File: config.mk
export PLATFORM = sky130hd
export DESIGN_NAME = fetch_unit
export DESIGN_NICKNAME = d
export VERILOG_FILES = /design/src/rtl/fetch_unit.sv
export SDC_FILE = /design/constraint.sdc
export NUM_CORES = 1
export LEC_CHECK = 0
export ABC_AREA = 0
export BUFFER_PORTS_ARGS = -buffer_cell sky130_fd_sc_hd__buf_4
export CAP_MARGIN = 20
export CORE_UTILIZATION = 40
export DETAILED_ROUTE_END_ITERATION = 7
export PLACE_DENSITY = 0.74
export SLEW_MARGIN = 20
export SYNTH_ARGS = -nofsm -noshare
export SYNTH_HDL_FRONTEND = slang
export SYNTH_SLANG_ARGS = --single-unit
export TNS_END_PERCENT = 10
File: constraint.sdc
create_clock -name clk -period 3.13 [get_ports clk]
set_clock_uncertainty 0.15 [all_clocks]
set_input_delay 0.313 -clock clk [delete_from_list [all_inputs] [get_ports clk]]
set_output_delay 0.313 -clock clk [all_outputs]
set_load 0.02 [all_outputs]
File: src/rtl/fetch_unit.sv
`default_nettype none
// ============================================================================
// fetch_unit : instruction fetch stage with IF/ID register and redirect drain
// Revision   : 1.0
// ============================================================================
module fetch_unit #(
   parameter logic [31:0] RESET_PC = 32'h0040_0000
) (
   input  logic        clk,
   input  logic        rst_n,
   input  logic        StallD,
   input  logic        BranchD,
   input  logic        equalD,
   input  logic [31:0] PCBranchD,
   input  logic        JumpD,
   input  logic [31:0] PCJumpD,
   output logic        imem_req,
   output logic [31:0] imem_addr,
   input  logic        imem_ready,
   input  logic [31:0] imem_rdata,
   output logic [31:0] InstrD,
   output logic [31:0] PCPlus4D,
   output logic        ValidD
);

   typedef enum logic [1:0] {
      S_RUN   = 2'd0,
      S_HOLD  = 2'd1,
      S_DRAIN = 2'd2
   } state_t;

   state_t      state_q, state_d;
   logic [31:0] pcf_q, pcf_d;
   logic [31:0] req_addr_q, req_addr_d;
   logic [31:0] buf_q, buf_d;
   logic [31:0] instr_q, instr_d;
   logic [31:0] pc4_q, pc4_d;
   logic        valid_q, valid_d;

   logic        w_redirect;
   logic [31:0] w_target;
   logic [31:0] w_req_plus4;

   assign w_redirect  = ~StallD & (JumpD | (BranchD & equalD));
   assign w_target    = JumpD ? PCJumpD : PCBranchD;
   assign w_req_plus4 = req_addr_q + 32'd4;

   assign imem_req  = (state_q != S_HOLD);
   assign imem_addr = req_addr_q;
   assign InstrD    = instr_q;
   assign PCPlus4D  = pc4_q;
   assign ValidD    = valid_q;

   always_comb begin
      state_d    = state_q;
      pcf_d      = pcf_q;
      req_addr_d = req_addr_q;
      buf_d      = buf_q;
      instr_d    = instr_q;
      pc4_d      = pc4_q;
      valid_d    = valid_q;

      case (state_q)
         S_RUN: begin
            if (imem_ready) begin
               if (w_redirect) begin
                  pcf_d      = w_target;
                  req_addr_d = w_target;
                  instr_d    = 32'd0;
                  pc4_d      = 32'd0;
                  valid_d    = 1'b0;
               end else if (StallD) begin
                  buf_d   = imem_rdata;
                  state_d = S_HOLD;
               end else begin
                  instr_d    = imem_rdata;
                  pc4_d      = w_req_plus4;
                  valid_d    = 1'b1;
                  pcf_d      = w_req_plus4;
                  req_addr_d = w_req_plus4;
               end
            end else begin
               // The in-flight request must still complete; DRAIN swallows it.
               if (w_redirect) begin
                  pcf_d   = w_target;
                  instr_d = 32'd0;
                  pc4_d   = 32'd0;
                  valid_d = 1'b0;
                  state_d = S_DRAIN;
               end else if (!StallD) begin
                  instr_d = 32'd0;
                  valid_d = 1'b0;
               end
            end
         end

         S_HOLD: begin
            if (w_redirect) begin
               pcf_d      = w_target;
               req_addr_d = w_target;
               instr_d    = 32'd0;
               pc4_d      = 32'd0;
               valid_d    = 1'b0;
               state_d    = S_RUN;
            end else if (!StallD) begin
               instr_d    = buf_q;
               pc4_d      = w_req_plus4;
               valid_d    = 1'b1;
               pcf_d      = w_req_plus4;
               req_addr_d = w_req_plus4;
               state_d    = S_RUN;
            end
         end

         S_DRAIN: begin
            if (w_redirect) begin
               pcf_d   = w_target;
               instr_d = 32'd0;
               pc4_d   = 32'd0;
               valid_d = 1'b0;
            end else if (!StallD) begin
               instr_d = 32'd0;
               valid_d = 1'b0;
            end
            if (imem_ready) begin
               req_addr_d = w_redirect ? w_target : pcf_q;
               state_d    = S_RUN;
            end
         end

         default: state_d = S_RUN;
      endcase
   end

   always_ff @(posedge clk or negedge rst_n) begin
      if (!rst_n) begin
         state_q    <= S_RUN;
         pcf_q      <= RESET_PC;
         req_addr_q <= RESET_PC;
         buf_q      <= 32'd0;
         instr_q    <= 32'd0;
         pc4_q      <= 32'd0;
         valid_q    <= 1'b0;
      end else begin
         state_q    <= state_d;
         pcf_q      <= pcf_d;
         req_addr_q <= req_addr_d;
         buf_q      <= buf_d;
         instr_q    <= instr_d;
         pc4_q      <= pc4_d;
         valid_q    <= valid_d;
      end
   end

endmodule
`default_nettype wire

==> impl_metrics.py <==
metrics = {
    "timing": {
        "setup_ws_ns": 0.434,
        "rsz0062_at_grt": "no",
        "finalCriticalPeriod_ns": 2.70,
        "relSlewSlack_pct": 42.0,
        "hold_viol": 0,
        "setup_viol": 0,
        "max_freq_ghz": 0.371,
        "slew_violations": 0,
        "tightest_slew_ns": 0.870,
        "tns_ns": 0,
        "finalCritPeriodShare_pct": 86.1,
    },
    "final_layout": {
        "layout-drive-gt1-share_pct": 29.6,
        "layout_common_cells": "buf_4, dfrtp_1, o21ai_0, nand2_1, a21oi_1",
        "area_delta_synth_final_pct": 31.7,
        "mostFrequentLayoutCell": "buf_4",
        "nNetsFinal": 1265,
        "antenna-diode-count": 0,
    },
    "floorplanning": {
        "die_y_microns": 152,
        "die_area_sq_mm": 0.0231,
        "die_x_microns": 152,
        "initial_core_util_pct": 41.0,
        "core-area_sq_mm": 0.0220,
        "io_pins": 201,
        "rows": 54,
    },
    "synth": {
        "ys_types": 66,
        "ys_seq_area_share_pct": 45.4,
        "ys_ff_latch": 163,
        "syn_area_sq_mm": 0.00899,
        "ys.flop_type": "dfrtp_1",
        "synth-edff-count": 0,
        "syn_nets": 1043,
        "ys_async_sr_fraction_pct": 100,
        "syn_inst": 935,
        "synth_area_per_cell_sq_um": 9.62,
        "ys_warn_count": 0,
    },
    "placed_design": {
        "place.gp.congestion": 0.913,
        "portBuffers": 200,
        "dpl_worst_slack_ns": 0.515,
        "dp_hpwl_mm": 21.0,
    },
    "routing": {
        "drtPass1Iterations": 7,
        "totalWireLength_mm": 30.7,
        "vias": 8971,
        "route.antenna.remaining_nets": 0,
        "routedWlPerCell_microns": 21.2,
        "route.detailed.drc": 24,
        "drt-initial-drc-count": 991,
        "via_per_inst": 6.19,
    },
    "global_routing": {
        "grt_pass1_wl_mm": 49.0,
        "use_met2_pct": 41.4,
        "use_met3_pct": 4.96,
        "use_met1_pct": 37.2,
        "antenna_found_initial": 0,
        "overflow": 0,
        "grt_pass1_vias": 8735,
        "grt_usage_pct": 26.8,
        "gr-max-usage-layer": "met2",
        "grt_max_degree": 92,
    },
    "clocking": {
        "cts_tree": "done",
        "htreeDepth": 4,
        "worstSkewPairLatency_ns": 0.42,
        "ctsRootBufferMaster": "clkbuf_16",
        "cts.sinks": 163,
        "cts_max_path_buffers": 2,
        "postCtsSetupBuffers": 0,
        "cts_buffers": 17,
        "clkSlewWorstSetupHoldPaths_ns": 0.07,
        "cts_resized": 0,
    },
    "outcome": {
        "violations": "design-rule violations",
        "run_status": "finished with violations",
    },
    "power": {
        "power.leakage_nw": 5.20,
        "irDropWorstVdd_mv": 0.488,
        "pwr_density_cell_mw_per_mm2": 966,
    },
    "worst_setup_path": {
        "end_kind": "register",
        "worstSetupStartpointType": "register",
        "crit_arrival_ns": 2.88,
        "path_max_fanout": 32,
        "critical_path_class": "reg2reg",
        "required_ns": 3.32,
    },
    "hold_path": {
        "hold_class": "in2reg",
    },
    "job": {
        "max-cap-violations": 0,
    },
}
metrics by stage:
step	util (%)	hold WS (ns)	instances	power [W]	instance area, sq um
6_report	54.0	0.0696	1450	0.0114	11800
5_1_grt	54.0	0.0855	1450	0.0121	11800
4_1_cts	54.0	0.0560	1450	0.0114	11800
3_5_place_dp	49.8	0.321	1385	0.00926	10900
3_3_place_gp	49.8	0.314	1385	0.00912	10900
2_1_floorplan	-	-0.133	935	0.00702	8990
cell type report:
cell class,instances,area [sq um]
Clock inverter,15,155
Inverter,19,71.3
Sequential cell,163,4080
Fill cell,1947,10100
Multi-Input combinational cell,676,4550
Clock buffer,17,425
Tap cell,280,350
Timing Repair Buffer,280,2210
layer usage:
layer | wire length [microns] | share of wire (%) | vias to the layer above
met5 | 0 | 0 | -
met4 | 959 | 3.1 | 0
met3 | 2730 | 8.9 | 75
met2 | 14000 | 46 | 549
met1 | 13000 | 42 | 4352
li1 | - | - | 3995
repair_timing:
item                                    in CTS  in global routing
hold buffers                                33                  0
endpoints found under the hold margin      121                  0
endpoints found under the setup margin       0                  0
sequential cells by signal (all words and copies together) (netlist names):
signal     cells
PCPlus4D      32
state_q        2
InstrD        32
ValidD         1
buf_q         32
pcf_q         32
imem_addr     32
where the power goes:
group	internal, W	switching, W	total (W)	leakage [nW]
Combinational	0.00230	0.00321	0.00551	2.85
Sequential	0.00301	0.000850	0.00386	2.07
Clock	0.00107	0.000996	0.00206	0.281
synthesized netlist by cell type (3+ instances only):
library cell	count	area (sq um)
a32oi_1	3	26.3
o31a_1	7	61.3
a221oi_1	8	70.1
a32o_1	4	40.0
xor2_1	5	43.8
nor4_1	12	75.1
mux2_2	49	552
or3_1	9	56.3
clkbuf_1	61	229
inv_1	17	63.8
o22a_1	6	52.6
o22ai_1	8	50.1
o211ai_1	9	67.6
nand3_1	29	145
nand2_1	74	278
o221ai_1	3	26.3
o21a_1	4	30.0
buf_1	6	22.5
dfrtp_1	161	4030
o21ai_0	83	415
a211o_1	3	26.3
o21ai_1	6	30.0
a21oi_1	68	340
a31oi_1	10	62.6
a2bb2oi_1	13	114
a21o_1	8	60.1
a22oi_1	35	263
buf_2	8	40.0
and4_1	5	43.8
a221o_1	12	120
nor2_1	44	165
a22o_1	6	52.6
ha_1	5	62.6
o31ai_1	10	75.1
xnor2_1	14	123
mux2i_1	20	200
nand4_1	11	68.8
a211oi_1	6	45.0
and3_1	5	31.3
o2bb2ai_1	35	307
nor3_1	20	100
cells by family after synthesis:
kind of cell	after synthesis	share of synthesized area (%)
AOI/OAI and AO/OA	355	26.9
and+or+nand+nor	228	12.6
DFF	163	45.4
buffers and inverters	96	4.22
muxes	69	8.36
xor gates and xnor gates	19	1.85
adders and majority gates	5	0.696
worst max-delay path: stages, from the launching register on:
cell       delay [ns]
dfrtp_1          0.42
inv_1            0.10
ha_1             0.32
inv_1            0.18
buf_4            0.23
a21oi_1          0.17
buf_4            0.30
nor2_1           0.08
o21ai_2          0.11
buf_4            0.36
o2bb2ai_1        0.18
worst paths after layout:
check                                             start                   endpoint  slack (ns)  cells after the start
worst max-delay path             state_q[0]$_DFFE_PN0P_     InstrD[29]$_DFFE_PN0P_        0.43                     10
worst min-delay path                         imem_ready     state_q[0]$_DFFE_PN0P_        0.07                      3
worst max register to register   state_q[0]$_DFFE_PN0P_     InstrD[29]$_DFFE_PN0P_        0.43                     10
worst min register to register  PCPlus4D[4]$_DFFE_PN0N_    PCPlus4D[4]$_DFFE_PN0N_        0.34                      2
max in group asynchronous                         rst_n  imem_addr[22]$_DFFE_PN1P_        1.56                      3
min in group asynchronous                         rst_n      buf_q[25]$_DFFE_PN0P_        0.38                      2
(Power assumes the default switching activity.)
